File: src/rtl/core_bus_arbiter_if.sv
// Avalon-MM bus bundle with pipelined reads. The slave modport is the view of
// the module that answers the bus; the master modport is the view of the one that issues commands.
interface i_avl_bus;
   logic [31:0] address;
   logic [3:0]  byte_en;
   logic        read;
   logic        write;
   logic [31:0] write_data;
   logic [31:0] read_data;
   logic        read_data_valid;
   logic        wait_request;

   modport master (
      output address, byte_en, read, write, write_data,
      input  read_data, read_data_valid, wait_request
   );

   modport slave (
      input  address, byte_en, read, write, write_data,
      output read_data, read_data_valid, wait_request
   );
endinterface

File: src/rtl/core_bus_arbiter.sv
// Two-requester Avalon arbiter: combinational command forwarding, a grant lock
// across stalls, and an ID FIFO that routes pipelined read responses in issue order.
module core_bus_arbiter #(
   parameter int MAX_PENDING = 4,
   parameter int FIXED_PRIO  = 0
) (
   input  logic     clk,
   input  logic     rest,
   i_avl_bus.slave  avl_s0,
   i_avl_bus.slave  avl_s1,
   i_avl_bus.master avl_m,
   output logic     rsp_err
);

   localparam int PTR_W = (MAX_PENDING > 1) ? $clog2(MAX_PENDING) : 1;
   localparam int CNT_W = $clog2(MAX_PENDING + 1);
   localparam logic [CNT_W-1:0] FULL_CNT = CNT_W'(MAX_PENDING);

   typedef enum logic {UNLOCKED, LOCKED} lock_state_t;

   lock_state_t      state, state_nxt;
   logic             lock_id, lock_id_nxt;
   logic             last_id;
   logic [CNT_W-1:0] cnt;
   logic [PTR_W-1:0] wr_ptr, rd_ptr;
   logic             id_mem [MAX_PENDING];

   logic        full, elig0, elig1;
   logic        gnt_vld, gnt_id;
   logic [31:0] sel_addr, sel_wdata;
   logic [3:0]  sel_be;
   logic        sel_rd, sel_wr;
   logic        fwd_rd, xfer, push, pop, orphan, head_id;

   // A read is not eligible while the FIFO is full, so it can neither win nor lock.
   always_comb begin
      full  = (cnt == FULL_CNT);
      elig0 = avl_s0.write | (avl_s0.read & ~full);
      elig1 = avl_s1.write | (avl_s1.read & ~full);
   end

   always_comb begin
      gnt_vld = 1'b0;
      gnt_id  = 1'b0;
      if (!rest) begin
         if (state == LOCKED && (lock_id ? elig1 : elig0)) begin
            gnt_vld = 1'b1;
            gnt_id  = lock_id;
         end else if (elig0 && elig1) begin
            gnt_vld = 1'b1;
            gnt_id  = (FIXED_PRIO != 0) ? 1'b1 : ~last_id;
         end else if (elig0) begin
            gnt_vld = 1'b1;
            gnt_id  = 1'b0;
         end else if (elig1) begin
            gnt_vld = 1'b1;
            gnt_id  = 1'b1;
         end
      end
   end

   always_comb begin
      sel_addr  = gnt_id ? avl_s1.address    : avl_s0.address;
      sel_be    = gnt_id ? avl_s1.byte_en    : avl_s0.byte_en;
      sel_rd    = gnt_id ? avl_s1.read       : avl_s0.read;
      sel_wr    = gnt_id ? avl_s1.write      : avl_s0.write;
      sel_wdata = gnt_id ? avl_s1.write_data : avl_s0.write_data;
      fwd_rd    = gnt_vld & sel_rd & ~full;
   end

   always_comb begin
      avl_m.address    = gnt_vld ? sel_addr  : '0;
      avl_m.byte_en    = gnt_vld ? sel_be    : '0;
      avl_m.read       = fwd_rd;
      avl_m.write      = gnt_vld & sel_wr;
      avl_m.write_data = gnt_vld ? sel_wdata : '0;
   end

   always_comb begin
      xfer    = gnt_vld & ~avl_m.wait_request;
      push    = xfer & fwd_rd;
      pop     = avl_m.read_data_valid & (cnt != '0);
      orphan  = avl_m.read_data_valid & (cnt == '0);
      head_id = id_mem[rd_ptr];
   end

   // Response side: data is broadcast, valid goes only to the owner of the head ID.
   always_comb begin
      avl_s0.read_data       = avl_m.read_data;
      avl_s1.read_data       = avl_m.read_data;
      avl_s0.read_data_valid = pop & ~head_id;
      avl_s1.read_data_valid = pop & head_id;
      avl_s0.wait_request    = rest | ~(gnt_vld & ~gnt_id) | avl_m.wait_request;
      avl_s1.wait_request    = rest | ~(gnt_vld & gnt_id) | avl_m.wait_request;
   end

   always_comb begin
      state_nxt   = UNLOCKED;
      lock_id_nxt = lock_id;
      if (gnt_vld && avl_m.wait_request) begin
         state_nxt   = LOCKED;
         lock_id_nxt = gnt_id;
      end
   end

   always_ff @(posedge clk or posedge rest) begin
      if (rest) begin
         state   <= UNLOCKED;
         lock_id <= 1'b0;
         last_id <= 1'b1;
      end else begin
         state   <= state_nxt;
         lock_id <= lock_id_nxt;
         if (xfer) last_id <= gnt_id;
      end
   end

   always_ff @(posedge clk or posedge rest) begin
      if (rest) begin
         cnt     <= '0;
         wr_ptr  <= '0;
         rd_ptr  <= '0;
         rsp_err <= 1'b0;
      end else begin
         if (push) wr_ptr <= wr_ptr + PTR_W'(1);
         if (pop)  rd_ptr <= rd_ptr + PTR_W'(1);
         case ({push, pop})
            2'b10:   cnt <= cnt + CNT_W'(1);
            2'b01:   cnt <= cnt - CNT_W'(1);
            default: cnt <= cnt;
         endcase
         if (orphan) rsp_err <= 1'b1;
      end
   end

   // ID storage is pure data; validity is carried by cnt and the pointers.
   always_ff @(posedge clk) begin
      if (push) id_mem[wr_ptr] <= gnt_id;
   end

endmodule

File: src/flat_wrapper.sv
// flat-port wrapper written by rule: the top's interface ports become plain ports
module core_bus_arbiter_flat 
#(
   parameter int MAX_PENDING = 4,
   parameter int FIXED_PRIO  = 0
)
  (clk, rest, rsp_err, avl_s0_address, avl_s0_byte_en, avl_s0_read, avl_s0_write, avl_s0_write_data, avl_s0_read_data, avl_s0_read_data_valid, avl_s0_wait_request, avl_s1_address, avl_s1_byte_en, avl_s1_read, avl_s1_write, avl_s1_write_data, avl_s1_read_data, avl_s1_read_data_valid, avl_s1_wait_request, avl_m_address, avl_m_byte_en, avl_m_read, avl_m_write, avl_m_write_data, avl_m_read_data, avl_m_read_data_valid, avl_m_wait_request);
  i_avl_bus avl_s0_i ();
  i_avl_bus avl_s1_i ();
  i_avl_bus avl_m_i ();
  input  logic clk;
  input  logic rest;
  output logic rsp_err;
  input wire logic [$bits(avl_s0_i.address)-1:0] avl_s0_address;
  input wire logic [$bits(avl_s0_i.byte_en)-1:0] avl_s0_byte_en;
  input wire logic [$bits(avl_s0_i.read)-1:0] avl_s0_read;
  input wire logic [$bits(avl_s0_i.write)-1:0] avl_s0_write;
  input wire logic [$bits(avl_s0_i.write_data)-1:0] avl_s0_write_data;
  output wire logic [$bits(avl_s0_i.read_data)-1:0] avl_s0_read_data;
  output wire logic [$bits(avl_s0_i.read_data_valid)-1:0] avl_s0_read_data_valid;
  output wire logic [$bits(avl_s0_i.wait_request)-1:0] avl_s0_wait_request;
  input wire logic [$bits(avl_s1_i.address)-1:0] avl_s1_address;
  input wire logic [$bits(avl_s1_i.byte_en)-1:0] avl_s1_byte_en;
  input wire logic [$bits(avl_s1_i.read)-1:0] avl_s1_read;
  input wire logic [$bits(avl_s1_i.write)-1:0] avl_s1_write;
  input wire logic [$bits(avl_s1_i.write_data)-1:0] avl_s1_write_data;
  output wire logic [$bits(avl_s1_i.read_data)-1:0] avl_s1_read_data;
  output wire logic [$bits(avl_s1_i.read_data_valid)-1:0] avl_s1_read_data_valid;
  output wire logic [$bits(avl_s1_i.wait_request)-1:0] avl_s1_wait_request;
  output wire logic [$bits(avl_m_i.address)-1:0] avl_m_address;
  output wire logic [$bits(avl_m_i.byte_en)-1:0] avl_m_byte_en;
  output wire logic [$bits(avl_m_i.read)-1:0] avl_m_read;
  output wire logic [$bits(avl_m_i.write)-1:0] avl_m_write;
  output wire logic [$bits(avl_m_i.write_data)-1:0] avl_m_write_data;
  input wire logic [$bits(avl_m_i.read_data)-1:0] avl_m_read_data;
  input wire logic [$bits(avl_m_i.read_data_valid)-1:0] avl_m_read_data_valid;
  input wire logic [$bits(avl_m_i.wait_request)-1:0] avl_m_wait_request;
  assign avl_s0_i.address = avl_s0_address;
  assign avl_s0_i.byte_en = avl_s0_byte_en;
  assign avl_s0_i.read = avl_s0_read;
  assign avl_s0_i.write = avl_s0_write;
  assign avl_s0_i.write_data = avl_s0_write_data;
  assign avl_s0_read_data = avl_s0_i.read_data;
  assign avl_s0_read_data_valid = avl_s0_i.read_data_valid;
  assign avl_s0_wait_request = avl_s0_i.wait_request;
  assign avl_s1_i.address = avl_s1_address;
  assign avl_s1_i.byte_en = avl_s1_byte_en;
  assign avl_s1_i.read = avl_s1_read;
  assign avl_s1_i.write = avl_s1_write;
  assign avl_s1_i.write_data = avl_s1_write_data;
  assign avl_s1_read_data = avl_s1_i.read_data;
  assign avl_s1_read_data_valid = avl_s1_i.read_data_valid;
  assign avl_s1_wait_request = avl_s1_i.wait_request;
  assign avl_m_address = avl_m_i.address;
  assign avl_m_byte_en = avl_m_i.byte_en;
  assign avl_m_read = avl_m_i.read;
  assign avl_m_write = avl_m_i.write;
  assign avl_m_write_data = avl_m_i.write_data;
  assign avl_m_i.read_data = avl_m_read_data;
  assign avl_m_i.read_data_valid = avl_m_read_data_valid;
  assign avl_m_i.wait_request = avl_m_wait_request;
  core_bus_arbiter #(.MAX_PENDING(MAX_PENDING), .FIXED_PRIO(FIXED_PRIO)) u_core (.clk(clk), .rest(rest), .avl_s0(avl_s0_i), .avl_s1(avl_s1_i), .avl_m(avl_m_i), .rsp_err(rsp_err));
endmodule
File: config.mk
export PLATFORM = sky130hd
export DESIGN_NAME = core_bus_arbiter_flat
export DESIGN_NICKNAME = d
export VERILOG_FILES = /design/src/rtl/core_bus_arbiter_if.sv /design/src/rtl/core_bus_arbiter.sv /design/src/flat_wrapper.sv
export SDC_FILE = /design/constraint.sdc
export NUM_CORES = 1
export LEC_CHECK = 0
export CORE_AREA = 2 2 121 123
export DETAILED_ROUTE_END_ITERATION = 10
export DIE_AREA = 0 0 123 125
export PLACE_DENSITY_LB_ADDON = 0.3
export SLEW_MARGIN = 0
export SYNTH_ARGS = -nofsm -noshare
export SYNTH_HDL_FRONTEND = slang
export SYNTH_SLANG_ARGS = --single-unit
File: constraint.sdc
create_clock -name clk -period 2.85 [get_ports clk]
set_input_delay 0.4275 -clock clk [delete_from_list [all_inputs] [get_ports clk]]
set_output_delay 0.4275 -clock clk [all_outputs]
set_load 0.02 [all_outputs]
==> results.md, run 1 <==
* Clk Latency, worst-skew pair at about 0.24 ns
* HP Class: reg -> reg
* Data arrival, critical path at 2.33 ns
* Synthesized flop and latch total at 15
* Yosys Warn Count at 0
* First-pass GRT wire length at 15200 um
* Die W at 123 um
* Setup-failing EPs final at 0
* Pre-CTS WS at -0.119 ns
* Cells after Synth at approximately 230
* # diodes at 0
* CTS tree: built
* H-tree depth at 1
* Final Instance Area at 0.00401 mm2
* Post-synth cell types at 35
* Total Power at between 0.002 and 0.0025 W
* Largest net degree at the start of global routing at 54
* Hold Vio Cnt, Final at 0
* Minimum clock period at 2.75 ns
* Synth top area share at 29.1%
* Wire per inst at 18.9 um
* Share of layout cells above drive strength 1 at 19.2%
* Critical path, cell by cell: or3b_4, a21o_1, a211oi_4, buf_6, buf_12, a22o_1, clkdlybuf4s15_1
* Starting Density at 14.6%
* Status: finished, final reports clean
* Total CTS buffers at 3
* Met2 usage at 24.6%
* Die ar. at 0.0154 mm2
* Final WS setup at 0.0963 ns
* Mapped Nets at 410
* Max Clock Skew at 0.00290 ns
* CP Max Fanout at 33
* Largest family of logic cells by synthesized area: compound AO/OA/AOI/OAI gates
* # IOs at roughly 320
* Peak supply drop at 0.253 mV
* Top_reg_cell synth: dfrtp_1
* Post-Synth XOR/XNOR Area at 2.53%
* Post-synthesis simple-gate area fraction at 7.84%
* Worst-path clk slew at 0.05 ns
* Clk root buf: clkbuf_16
* Maxcap violations at 0
* Synth top cells by count: a22o_1 (69), buf_4 (64), dfrtp_1 (10), inv_1 (10), buf_6 (7)
* Pre-Repair DR Iteration Count at 4
* Hold Buf Count CTS at 0
* Post-route ant nets at 0
* CP max-delay cell: or3b_4
* Core box area at 0.0142 mm2
* CP max stage delay at 0.43 ns
* Number of synthesized flops with an enable pin at 4
* GR Overflow Total at 0
* Nature of the critical path endpoint: output port
* DP Cell Count at 567
* DRC violations left at 0
* Vias in the first global route at 2458
* Leak at 1.78 nW
* WL final at 10900 um
* Max Slew Vio Count at 0
* Met1 Use GR at 15.6%
* P&R area growth vs syn at 93.1%
* DRT iter0 DRCs at 105
* Required @ worst endpoint at 2.42 ns
* Synthesized area at 0.00207 mm2
* Complex-gate fraction of the synthesized area at between 30% and 40%
* FFs w/ async S/R, synth at 73.3%
* Peak Freq at 0.363 GHz
* Busiest grt layer: met2
* Rows at 44
* Seq/Total Area, Yosys at 19.1%
* Clock Sinks at 15
* Initial antenna violation count at 1
* Grt met3 use at 3.70%
* GRT Total Usage at approximately an eighth
* Non-Filler Instances at 574
* Vias/cell at 4.04
* Main area contributors after synthesis: a22o_1 (29%), buf_4 (23%), dfrtp_1 (12%)
* Placed cell area at 0.00405 mm2
* Most common cell in the netlist: a22o_1
* GPL Wtd Cong at between 0.8 and 0.9
* Die H at around 130 um
* Synth Area in Adders at under 10%
* P per Cell Area at 511 mW/mm2
* Startpoint types: flop
* Kind of critical path: reg -> out
* Worst Max-Slew Pin Slew at 0.262 ns
* Port buffer count at roughly 220
* Fin util at 28.2%
* Final period util at between 90 and 100%
* # nets final at 573
* Worst rel slew slack at 82.4%
* Detailed placement HPWL at 8980 um
* Vias at 2317
* Max Buffers Root-to-Sink at 2
* Synth Area per Inst at a little over 9 um2
* Post-synthesis mux area share at around 2.1%
* Synth area leader: a22o_1
[layout make-up]
class / instances / area [um2]
Tap cell: 184 / 230
Timing Repair Buffer: 237 / 2210
Clock buffer: 4 / 78.8
Inverter: 10 / 37.5
Sequential cell: 15 / 397
Fill cell: 1561 / 10200
Multi-Input combinational cell: 124 / 1050
[cells in the final DEF (no fill, tap or decap), types with 2 or more instances in the layout]
cell             count
clkdlybuf4s50_1    148
clkbuf_16            4
clkdlybuf4s15_1     12
a22o_1              69
a21oi_1              2
buf_2               14
and2_1               5
nor3_1               3
dlymetal6s2s_1       2
or2_2                4
buf_4               16
dlygate4sd2_1       14
buf_12               4
dfrtp_1             10
ha_1                 5
a21o_1               2
xnor2_1              4
nor2b_1              3
xor2_1               2
nand2_1              4
clkbuf_2            24
edfxtp_1             4
nor2_1               4
and3_1               3
inv_1               10
[flip-flops by register name (all words and copies together) (netlist names)]
register / count
u_core.cnt: 3
u_core.id_mem: 4
u_core.last_id: 1
u_core.lock_id: 1
u_core.rd_ptr: 2
u_core.rsp_err: 1
u_core.state: 1
u_core.wr_ptr: 2
[final timing paths]
check	endpoint	cells after the start	slack, ns	start
worst max-delay path	avl_m_byte_en[0]	7	0.1	u_core.cnt[0]
worst min-delay path	u_core.rsp_err	1	0.45	u_core.rsp_err
worst max register to register	u_core.cnt[2]	10	0.56	u_core.state
worst min register to register	u_core.rsp_err	1	0.45	u_core.rsp_err
max in group asynchronous	u_core.last_id	3	1.94	rest
min in group asynchronous	u_core.wr_ptr[0]	3	0.68	rest
[through the flow]
| stage | setup TNS [ns] | hold WS, ns |
|---|---|---|
| 2_1_floorplan | 0 | 0.297 |
| 3_3_place_gp | -2.28 | 0.440 |
| 3_5_place_dp | -3.32 | 0.446 |
| 4_1_cts | -0.196 | 0.454 |
| 5_1_grt | -0.0164 | 0.466 |
| 6_report | 0 | 0.454 |
[per-layer routing]
metal / part of all wire [%] / wire length [um] / vias up
met3: 7.5 / 819 / 8
met1: 39 / 4210 / 1075
met5: 0.11 / 12 / -
met2: 53 / 5770 / 132
met4: 0.42 / 46 / 2
li1: - / - / 1100
[report_power, final]
part / leakage (nW) / total (W) / switching [W] / internal (W)
combinational: 1.57 / 0.00143 / 0.000698 / 0.000729
clock: 0.0382 / 0.000270 / 0.0000811 / 0.000189
sequential: 0.164 / 0.000350 / 0.0000495 / 0.000301
total: 1.78 / 0.00205 / 0.000828 / 0.00122
[critical path, delay by kind of cell (launching register included)]
family,cells,cell delay (ns)
AOI/OAI and AO/OA,3,0.63
buffers and inverters,3,0.63
and+or+nand+nor,1,0.43
DFF,1,0.37
[cells by family after synthesis]
group / after synthesis
buffers and inverters: 89
XOR/XNOR: 6
AND/OR/NAND/NOR: 29
adder cells (fa/ha/maj): 6
AO/OA/AOI/OAI: 80
flip-flops: 15
multiplexers: 3
[repair_timing]
action | in CTS | in global routing
setup endpoints to repair | 65 | 65
resized for setup | 99 | 71
setup buffers | 1 | 0
cloned | 1 | 1
pin swaps | 1 | 0
(Power assumes the default switching activity.)
==> run 2: changes to the inputs <==
CTS_CLUSTER_DIAMETER = 200   (was default)
==> results of run 2 <==
The final DEF is identical to that of run 1; final timing and power are the same.
==> run 3: changes to the inputs <==
TNS_END_PERCENT = 1   (was default)
==> run 3 against run 2 <==
Effect of this change:
- core utilization increased by 0.079 points
- global-route usage is the same
- die area unchanged
- count of clock-buffer cells in the layout is the same
- critical path depth is the same
- combinational power about the same
- worst hold slack is the same
- via count down 0.52%
- final cell count did not move
- sequential share of layout area about the same
- routed wire length is 0.58% higher
- critical path type unchanged
- largest cell class unchanged
- largest power group unchanged
- highest routed layer unchanged
==> results.md, run 3 (synthesized netlist as in run 1, its figures left out) <==
* Wire per inst at 19.0 um (was 18.9 um)
* Met2 usage at 24.6% (unchanged)
* Biggest regs: u_core.id_mem x4, u_core.cnt x3 (unchanged)
* Hold Crit Endpoint: u_core.rsp_err (unchanged)
* Rows at 44 (unchanged)
* Grt met3 use at 3.70% (unchanged)
* Commonest cells after routing, fill and taps aside: clkdlybuf4s50_1 (148), a22o_1 (69), clkbuf_2 (23), buf_4 (16), dlygate4sd2_1 (14) (was clkdlybuf4s50_1 (148), a22o_1 (69), clkbuf_2 (24), buf_4 (16))
* Peak supply drop at 0.253 mV (unchanged)
* WL final at 10900 um (about the same)
* # nets final at 573 (unchanged)
* Max reg flops at 4 (unchanged)
* Starting Density at 14.6% (unchanged)
* Required @ worst endpoint at 2.42 ns (about the same)
* Non-Filler Instances at 574 (unchanged)
* Worst rel slew slack at 82.4% (unchanged)
* Vias in the first global route at 2458 (unchanged)
* Final period util at 98.2% (was 96.6%)
* Clk root buf: clkbuf_16 (unchanged)
* Vias at 2305 (was 2317)
* P per Cell Area at 511 mW/mm2 (about the same)
* Max Clock Skew at 0.00290 ns (unchanged)
* Data arrival, critical path at 2.37 ns (was 2.33 ns)
* Largest net degree at the start of global routing at 54 (unchanged)
* Reg2Reg Setup Slack at 0.56 ns (about the same)
* Die W at 123 um (unchanged)
* Combinational share of power at 69.8% (was 69.7%)
* Met1 Use GR at 15.6% (unchanged)
* Final WS setup at 0.0500 ns (was 0.0963 ns)
* Hold Buf Count CTS at 0 (unchanged)
* Hold Vio Cnt, Final at 0 (unchanged)
* Setup-failing EPs final at 0 (unchanged)
* GRT Total Usage at 13.3% (unchanged)
* DP Cell Count at 567 (unchanged)
* Status: finished, final reports clean (unchanged)
* Worst Max-Slew Pin Slew at 0.262 ns (unchanged)
* DRC violations left at 0 (unchanged)
* Busiest grt layer: met2 (unchanged)
* Post-route ant nets at 0 (unchanged)
* # IOs at 315 (unchanged)
* # diodes at 0 (unchanged)
* Startpoint types: flop (unchanged)
* Pre-CTS WS at -0.119 ns (unchanged)
* Share of layout cells above drive strength 1 at 19.0% (was 19.2%)
* Initial antenna violation count at 1 (unchanged)
* Total Power at 0.00205 W (about the same)
* Pre-Repair DR Iteration Count at 4 (unchanged)
* Worst-path clk slew at 0.05 ns (about the same)
* Max Slew Vio Count at 0 (unchanged)
* Peak Freq at 0.357 GHz (was 0.363 GHz)
* Hold Path Depth at 1 (unchanged)
* Minimum clock period at 2.80 ns (was 2.75 ns)
* Vias/cell at 4.02 (was 4.04)
* Cell internal pwr at 0.00122 W (about the same)
* Clock power frac at 13.2% (about the same)
* Switching Share at 40.5% (about the same)
* CP Max Fanout at 20 (was 33)
* Leak at 1.78 nW (about the same)
* Clock Sinks at 15 (unchanged)
* Reg with most FFs: u_core.id_mem (unchanged)
* CTS tree: built (unchanged)
* GPL Wtd Cong at 0.821 (unchanged)
* Critical R2R Launch: u_core.state (unchanged)
* Final Instance Area at 0.00402 mm2 (was 0.00401 mm2)
* Fin util at 28.3% (was 28.2%)
* Kind of critical path: reg -> out (unchanged)
* Maxcap violations at 0 (unchanged)
* Die ar. at 0.0154 mm2 (unchanged)
* Total CTS buffers at 3 (unchanged)
* DRT iter0 DRCs at 92 (was 105)
* HP Class: reg -> reg (unchanged)
* Core box area at 0.0142 mm2 (unchanged)
* Port buffer count at 218 (unchanged)
* Max Buffers Root-to-Sink at 2 (unchanged)
* Hold_sp: u_core.rsp_err (unchanged)
* P&R area growth vs syn at 93.7% (was 93.1%)
* GR Overflow Total at 0 (unchanged)
* Worst R2R Path Depth at 10 (unchanged)
* First-pass GRT wire length at 15200 um (unchanged)
* Leading cell type in the layout, fill and taps excluded: clkdlybuf4s50_1 (unchanged)
* Layout fillers at 1559 (was 1561)
* Clk Latency, worst-skew pair at 0.24 ns (about the same)
* Seq pwr share at 17.1% (about the same)
* Nature of the critical path endpoint: output port (unchanged)
* Die H at 125 um (unchanged)
* Detailed placement HPWL at 8980 um (unchanged)
* H-tree depth at 1 (unchanged)
* P_sw at 0.000831 W (was 0.000828 W)
* RSZ-0062 raised after global routing: yes
* Worst r2r dst: u_core.cnt[2] (unchanged)
* Placed cell area at 0.00405 mm2 (unchanged)
==> run 3: changes by cell type in the layout (fill, tap and decap cells not counted) <==
cell | before | now
buf_2 | 14 | 13
clkbuf_2 | 24 | 23
clkdlybuf4s15_1 | 12 | 13
clkdlybuf4s15_2 | 0 | 1
==> run 3: critical path, cell delays in order, from the launching register on <==
cell and delay, ns:
dfrtp_1 0.37, or3b_4 0.43, a21o_1 0.25, a211oi_4 0.22, buf_6 0.15, bufbuf_16 0.30
a22o_1 0.15, clkdlybuf4s15_2 0.25
==> run 3: layout make-up <==
class / instances / area (um2) / share of cell area (%)
inverters: 10 / 37.5 / 0.934
flip-flops and latches: 15 / 397 / 9.87
repair buffers: 237 / 2220 / 55.2
clock buffers: 4 / 78.8 / 1.96
well taps: 184 / 230 / 5.73
multi-input cells: 124 / 1050 / 26.3
==> run 3: per-layer routing <==
metal	vias to the layer above	share of wire, %
met5	-	0.11
met4	2	0.42
met3	8	7.2
met2	130	53
met1	1065	40
li1	1100	-
==> run 3: worst max-delay path by stage <==
stage             startpoint                    to  slack [ns]  depth (start not counted)
6_report       u_core.cnt[0]   avl_m_write_data[1]        0.05                          7
5_1_grt        u_core.cnt[0]   avl_m_write_data[1]       -0.06                          7
4_1_cts        u_core.cnt[0]  avl_m_write_data[10]       -0.20                          6
3_5_place_dp    avl_s0_write   avl_m_write_data[3]       -0.12                          6
3_3_place_gp    avl_s0_write   avl_m_write_data[3]       -0.12                          6
2_1_floorplan  u_core.cnt[0]     avl_m_address[23]        0.47                          5
==> run 3: through the flow <==
stage / setup TNS, ns / hold WS, ns
2_1_floorplan: 0 / 0.297
3_3_place_gp: -2.28 / 0.440
3_5_place_dp: -3.32 / 0.446
4_1_cts: -0.196 / 0.454
5_1_grt: -0.0745 / 0.466
6_report: 0 / 0.454
==> run 3: timing repair <==
action                     in CTS  in global routing
pin swaps                       1                  0
gates cloned                    1                  1
setup endpoints to repair      65                 65
setup buffers                   1                  0
gates resized for setup        99                 69
==> run 3: power groups by stage <==
| stage | Sequential, W | Clock (W) | Combinational [W] |
|---|---|---|---|
| after global placement | 0.000350 | 0 | 0.00151 |
| after detailed placement | 0.000353 | 0 | 0.00152 |
| after CTS | 0.000351 | 0.000277 | 0.00146 |
| after floorplan | 0.000363 | 0 | 0.000903 |
| after global routing | 0.000359 | 0.000288 | 0.00156 |
| final | 0.000350 | 0.000270 | 0.00143 |
